==> src/rtl/reg_itf_arb.sv <==
// N-channel register-bus arbiter: picks one host per transaction (lock, fixed or
// round-robin), issues it to the single cfg register port, and returns read data.
module reg_itf_arb #(
  parameter int NUM_CH = 2,
  parameter int ADDR_W = 8,
  parameter int DATA_W = 16,
  parameter int RD_LAT = 1,
  localparam int CH_W  = (NUM_CH > 1) ? $clog2(NUM_CH) : 1
) (
  input  logic                     CLK,
  input  logic                     rst_n,
  input  logic                     arb_mode,
  input  logic [NUM_CH-1:0]        ch_req,
  input  logic [NUM_CH-1:0]        ch_we,
  input  logic [NUM_CH-1:0]        ch_lock,
  input  logic [NUM_CH*ADDR_W-1:0] ch_addr,
  input  logic [NUM_CH*DATA_W-1:0] ch_wdata,
  output logic [NUM_CH-1:0]        ch_gnt,
  output logic [NUM_CH-1:0]        ch_rvld,
  output logic [DATA_W-1:0]        ch_rdata,
  output logic [CH_W-1:0]          cur_ch,
  output logic                     busy,
  output logic                     reg_ce,
  output logic                     reg_we,
  output logic [ADDR_W-1:0]        reg_addr,
  output logic [DATA_W-1:0]        reg_wdata,
  input  logic [DATA_W-1:0]        reg_rdata
);

  localparam int CNT_W = (RD_LAT > 1) ? $clog2(RD_LAT) : 1;

  typedef enum logic [1:0] {IDLE, ISSUE, WAIT, RESP} state_e;

  state_e              state_q, state_d;
  logic [CH_W-1:0]     ptr_q, ptr_d;
  logic [CH_W-1:0]     cur_q, cur_d;
  logic [CH_W-1:0]     lock_ch_q, lock_ch_d;
  logic                lock_vld_q, lock_vld_d;
  logic [CNT_W-1:0]    cnt_q, cnt_d;
  logic                ce_q, ce_d;
  logic                we_q, we_d;
  logic                busy_q, busy_d;
  logic [ADDR_W-1:0]   addr_q, addr_d;
  logic [DATA_W-1:0]   wdata_q, wdata_d;
  logic [DATA_W-1:0]   rdata_q, rdata_d;
  logic [NUM_CH-1:0]   gnt_q, gnt_d;
  logic [NUM_CH-1:0]   rvld_q, rvld_d;

  logic                lock_hit;
  logic [CH_W-1:0]     win;
  logic [CH_W:0]       scan;

  // Winner selection; loops run from the lowest-priority candidate so the last hit wins.
  always_comb begin
    lock_hit = lock_vld_q && ch_req[lock_ch_q] && ch_lock[lock_ch_q];
    win      = '0;
    scan     = '0;
    if (lock_hit) begin
      win = lock_ch_q;
    end else if (arb_mode) begin
      for (int i = NUM_CH - 1; i >= 0; i--) begin
        if (ch_req[CH_W'(i)]) win = CH_W'(i);
      end
    end else begin
      for (int k = NUM_CH; k >= 1; k--) begin
        scan = {1'b0, ptr_q} + (CH_W+1)'(k);
        if (scan >= (CH_W+1)'(NUM_CH)) scan = scan - (CH_W+1)'(NUM_CH);
        if (ch_req[scan[CH_W-1:0]]) win = scan[CH_W-1:0];
      end
    end
  end

  always_comb begin
    state_d    = state_q;
    ptr_d      = ptr_q;
    cur_d      = cur_q;
    lock_ch_d  = lock_ch_q;
    lock_vld_d = lock_vld_q;
    cnt_d      = cnt_q;
    ce_d       = 1'b0;
    we_d       = 1'b0;
    addr_d     = addr_q;
    wdata_d    = wdata_q;
    rdata_d    = rdata_q;
    gnt_d      = '0;
    rvld_d     = '0;
    case (state_q)
      IDLE: begin
        if (|ch_req) begin
          for (int i = 0; i < NUM_CH; i++) begin
            if (win == CH_W'(i)) begin
              addr_d  = ch_addr[i*ADDR_W +: ADDR_W];
              wdata_d = ch_wdata[i*DATA_W +: DATA_W];
            end
          end
          we_d       = ch_we[win];
          ce_d       = 1'b1;
          gnt_d[win] = 1'b1;
          cur_d      = win;
          ptr_d      = win;
          lock_vld_d = ch_lock[win];
          lock_ch_d  = win;
          state_d    = ISSUE;
        end else begin
          // No requester at all, so the owner cannot be holding its lock.
          lock_vld_d = 1'b0;
        end
      end
      ISSUE: begin
        if (we_q) begin
          state_d = IDLE;
        end else begin
          cnt_d   = CNT_W'(RD_LAT - 1);
          state_d = WAIT;
        end
      end
      WAIT: begin
        if (cnt_q == '0) begin
          rdata_d       = reg_rdata;
          rvld_d[cur_q] = 1'b1;
          state_d       = RESP;
        end else begin
          cnt_d = cnt_q - 1'b1;
        end
      end
      RESP:    state_d = IDLE;
      default: state_d = IDLE;
    endcase
    busy_d = (state_d != IDLE);
  end

  always_ff @(posedge CLK or negedge rst_n) begin
    if (!rst_n) begin
      state_q    <= IDLE;
      ptr_q      <= CH_W'(NUM_CH - 1);
      cur_q      <= '0;
      lock_ch_q  <= '0;
      lock_vld_q <= 1'b0;
      cnt_q      <= '0;
      ce_q       <= 1'b0;
      we_q       <= 1'b0;
      busy_q     <= 1'b0;
      addr_q     <= '0;
      wdata_q    <= '0;
      rdata_q    <= '0;
      gnt_q      <= '0;
      rvld_q     <= '0;
    end else begin
      state_q    <= state_d;
      ptr_q      <= ptr_d;
      cur_q      <= cur_d;
      lock_ch_q  <= lock_ch_d;
      lock_vld_q <= lock_vld_d;
      cnt_q      <= cnt_d;
      ce_q       <= ce_d;
      we_q       <= we_d;
      busy_q     <= busy_d;
      addr_q     <= addr_d;
      wdata_q    <= wdata_d;
      rdata_q    <= rdata_d;
      gnt_q      <= gnt_d;
      rvld_q     <= rvld_d;
    end
  end

  assign ch_gnt    = gnt_q;
  assign ch_rvld   = rvld_q;
  assign ch_rdata  = rdata_q;
  assign cur_ch    = cur_q;
  assign busy      = busy_q;
  assign reg_ce    = ce_q;
  assign reg_we    = we_q;
  assign reg_addr  = addr_q;
  assign reg_wdata = wdata_q;

endmodule

==> config.mk <==
export PLATFORM = sky130hd
export DESIGN_NAME = reg_itf_arb
export DESIGN_NICKNAME = d
export VERILOG_FILES = /design/src/rtl/reg_itf_arb.sv
export SDC_FILE = /design/constraint.sdc
export NUM_CORES = 1
export LEC_CHECK = 0
export ABC_AREA = 1
export CORE_UTILIZATION = 25
export DETAILED_ROUTE_END_ITERATION = 8
export HOLD_SLACK_MARGIN = 0.15
export SLEW_MARGIN = 20
export SYNTH_ARGS = -nofsm -noshare
export SYNTH_HDL_FRONTEND = slang
export SYNTH_SLANG_ARGS = --single-unit
==> constraint.sdc <==
create_clock -name CLK -period 3.3 [get_ports CLK]
set_input_delay 0.66 -clock CLK [delete_from_list [all_inputs] [get_ports CLK]]
set_output_delay 0.66 -clock CLK [all_outputs]
set_load 0.01 [all_outputs]
==> results list <==
- Summed over all cells, the static leakage comes to 1.559 nW.
- In this run the post-CTS setup repair buffer count came out at 0.
- Timing would allow up to 486.5 MHz.
* Max Fanout on Critical Path: 28
* Fraction of power consumed by sequential logic: 36.9%
- Total die area: 9550 um^2
- The number of antenna diodes in the final layout is 0.
* CP Capture Type: flip-flop
* GRT Residual Overflow: 0
* Setup Crit Path Kind: primary input to flip-flop
- Entering global routing, the biggest net connects 39 pins.
- Once the floorplan was initialized, standard cells occupied 26.02% of the core.
* Post-placement setup slack: 0.9185 ns
* Final period demand of the worst path: 2.055 ns
* 1st-iter DRT viols: 83
* Combinational cell fraction of total power: 50.6%
- Endpoints failing hold: 0
- The clock passes through at most 2 buffers.
- Parity-gate share of the synthesized area counting xor and xnor cells: 0%
- Routability-driven placement finished with a final weighted congestion of 0.7414.
- Quantity of gates resized following cts: 0
- Once routing completed, OpenROAD measured the worst setup slack at 1.245 ns.
- Hpwl dp: 4617 um
* Post-Synth Simple-Gate Area: 29.16%
* Synthesized area per cell: 10.27 um^2
- Initial antenna violation count: 0
- Cell accounting for the most synthesized area: dfrtp_1
* Number of global-route vias before repair: 2156
- Measured against the total synthesized area, the mux share comes to 7.865%.
* Routed wire length: 6485 um
- The root buffer cell chosen for the clock tree is clkbuf_8.
- The flow ran to the end, but the final reports show violations.
- After floorplanning, the core was divided into 34 placement rows.
* Number of detailed-routing iterations run before antenna repair: 6
- In this run the power density over the cells is 822.4 nW/um^2.
* Post-route setup TNS: 0 ns
* Fraction of final layout cells sized beyond drive strength 1: 10.95%
* First-pass GRT wire length: 10680 um
- Final setup violation count: 0
- TritonCTS Buffers: 5
* Sequential cell area fraction in the yosys report: 56.85%
* Number of enable flip-flop cells after synthesis: 0
* Required time worst endpoint: 3.54 ns
- Overall routing resource usage: 14.07%
* Post-synthesis to final-layout area growth: 58.60%
- Clock edge transition at the registers on the reported setup and hold paths: 0.10 ns
- STA classifies the critical path startpoint as a primary input.
* Width of the chip: 97.73 um
- In the final routed layout, each cell accounts on average for 14.54 um.
* Clock tree from TritonCTS: built
* Die height: 97.73 um
* DR vias/cell: 4.628
* Unrepaired setup endpoints after global routing: no
- Count of different cell masters after synthesis: 20
- Post-detailed-route DRC marker count: 14
* Ys Warns: 0
* Number of buffers inserted by port buffering: 120
* Via count: 2064
* Switching power summed over all nets: 0.001073 W
- Cell internal pwr: 0.001915 W
- Filler instances: 888
- Total number of H-tree levels: 2
* Fraction of synthesized cell area taken by the top area cell type: 55.71%
* Tcrit/Tclk final: 62.29%
* Failing checks: DRC
* Pin slew with the least headroom to its limit: 0.8228 ns
- By area the synthesized netlist is led by dfrtp_1, nand3_1, mux2_2, nand4_1, nand2_1.
- Final Slew Violations: 0
* Number of storage elements in the synthesis netlist: 52
* Number of top-level design ports: 121
- The clock drives 52 sinks.
* Post-synthesis share of cell area spent on full adders, half adders and majority gates: 0%
- Compound-gate portion of the synthesized area: 0.2185%
- Share of async-settable or async-resettable flops after synthesis: 100.0%
- Of the total power, the share spent switching nets is 35.91%.
* Cell count after synthesis: 223
- In the final design database the tool counted 410 nets.
- Worst-case clock skew: 0.009842 ns
- In this run, the clock network consumes 12.5% of the power.
* Number of nets produced by synthesis: 296
- Mapped Area: 2291 um^2
- In the synthesized netlist the dominant register cell turns out to be dfrtp_1.
- Routed Antenna Nets: 0
* Max IR drop VDD: 0.3408 mV
* Placeable core area: 8806 um^2
* Dominant combinational cell family by area after synthesis: simple AND/OR/NAND/NOR gates
- Hold Crit Class: primary input to async pin
- Relative slew margins: 45.02%
- Max Cap Viol: 0
- Hold buffer count at cts: 0
- Arr. time, crit path: 2.29 ns
* Worst-Skew Late Latency: 0.31 ns
-- cell type report --
cell class                      instances  area, um^2  area share, %
Tap cell                              108       135.1          3.719
Clock inverter                          3       22.52         0.6198
Clock buffer                            5       68.82          1.894
Sequential cell                        52        1303          35.85
Timing Repair Buffer                  122        1211          33.33
Inverter                               10       40.04          1.102
Multi-Input combinational cell        146       853.3          23.48
-- worst paths after layout --
check                          start           to  slack (ns)  cells after the start
max                        ch_req[0]    lock_ch_q        1.24                      8
min                            rst_n  reg_addr[0]        0.24                      1
max reg2reg                lock_ch_q    lock_ch_q        1.64                      6
min reg2reg                    ptr_q        ptr_q        0.48                      2
max in group asynchronous      rst_n        ptr_q        2.24                      2
min in group CLK               ptr_q        ptr_q        0.48                      2
-- through the flow --
step / instances / hold WS [ns] / power [W] / cell area [um^2] / util [%]
6_report: 446 / 0.2391 / 0.002988 / 3633 / 41.26
3_5_place_dp: 438 / 0.4625 / 0.002651 / 3542 / 40.22
5_1_grt: 446 / 0.2546 / 0.003221 / 3633 / 41.26
4_1_cts: 446 / 0.2433 / 0.003039 / 3633 / 41.26
3_3_place_gp: 438 / 0.4650 / 0.002621 / 3542 / 40.22
2_1_floorplan: 223 / 0.3644 / 0.001879 / 2291 / -
-- metal layers --
layer	part of all wire, %	track usage (%)	up-vias	wire, um
li1	-	-	1001	-
met1	43	17.88	993	2760
met2	51	23.90	63	3284
met3	5.8	3.165	7	375
met4	1.0	4.196	0	65
met5	0	0	-	0
-- registers in the layout, summed over array words and instances (netlist names) --
register and cells:
lock_ch_q 1, lock_vld_q 1, ch_rdata 16, ch_rvld 2, reg_ce 1, reg_addr 8
ptr_q 1, reg_we 1, state_q 2, busy 1, ch_gnt 2, reg_wdata 16
-- synthesized netlist by cell type, types with 2 or more instances --
library cell,number
buf_2,10
buf_4,3
buf_6,2
dfrtp_1,51
inv_1,8
mux2_2,16
nand2_1,40
nand3_1,52
nand4_1,25
nor2_1,5
nor2_2,2
-- worst max-delay path, cell delays in order --
cell	delay [ns]
clkdlybuf4s50_1	0.46
nand2_1	0.09
nand2_1	0.08
nand2_4	0.27
nand3_4	0.36
nor2_2	0.23
inv_1	0.07
o21ai_0	0.07
-- placed cells by master, fill, tap and decap left out, types with 2 or more instances in the layout --
cell type and n:
nand3_1 52, inv_1 8, buf_4 2, dfrtp_1 51
nor2_2 2, nand4_1 25, clkdlybuf4s50_1 119, nor2_1 5
clkbuf_8 5, nand2_1 40, mux2_2 16
-- cell families (layout without fill, tap and decap cells) --
group,after synthesis,in the layout
simple gates,129,129
flops,52,52
buf+inv,25,140
mux,16,16
compound gates,1,1
-- power groups by stage --
stage	Sequential, W	Clock [W]	Combinational, W
6_report	0.00110	0.000374	0.00151
5_1_grt	0.00114	0.000423	0.00165
4_1_cts	0.00111	0.000395	0.00154
3_5_place_dp	0.00111	0	0.00154
3_3_place_gp	0.00111	0	0.00151
2_1_floorplan	0.00123	0	0.000647
Power figures use the tool's default switching activity.
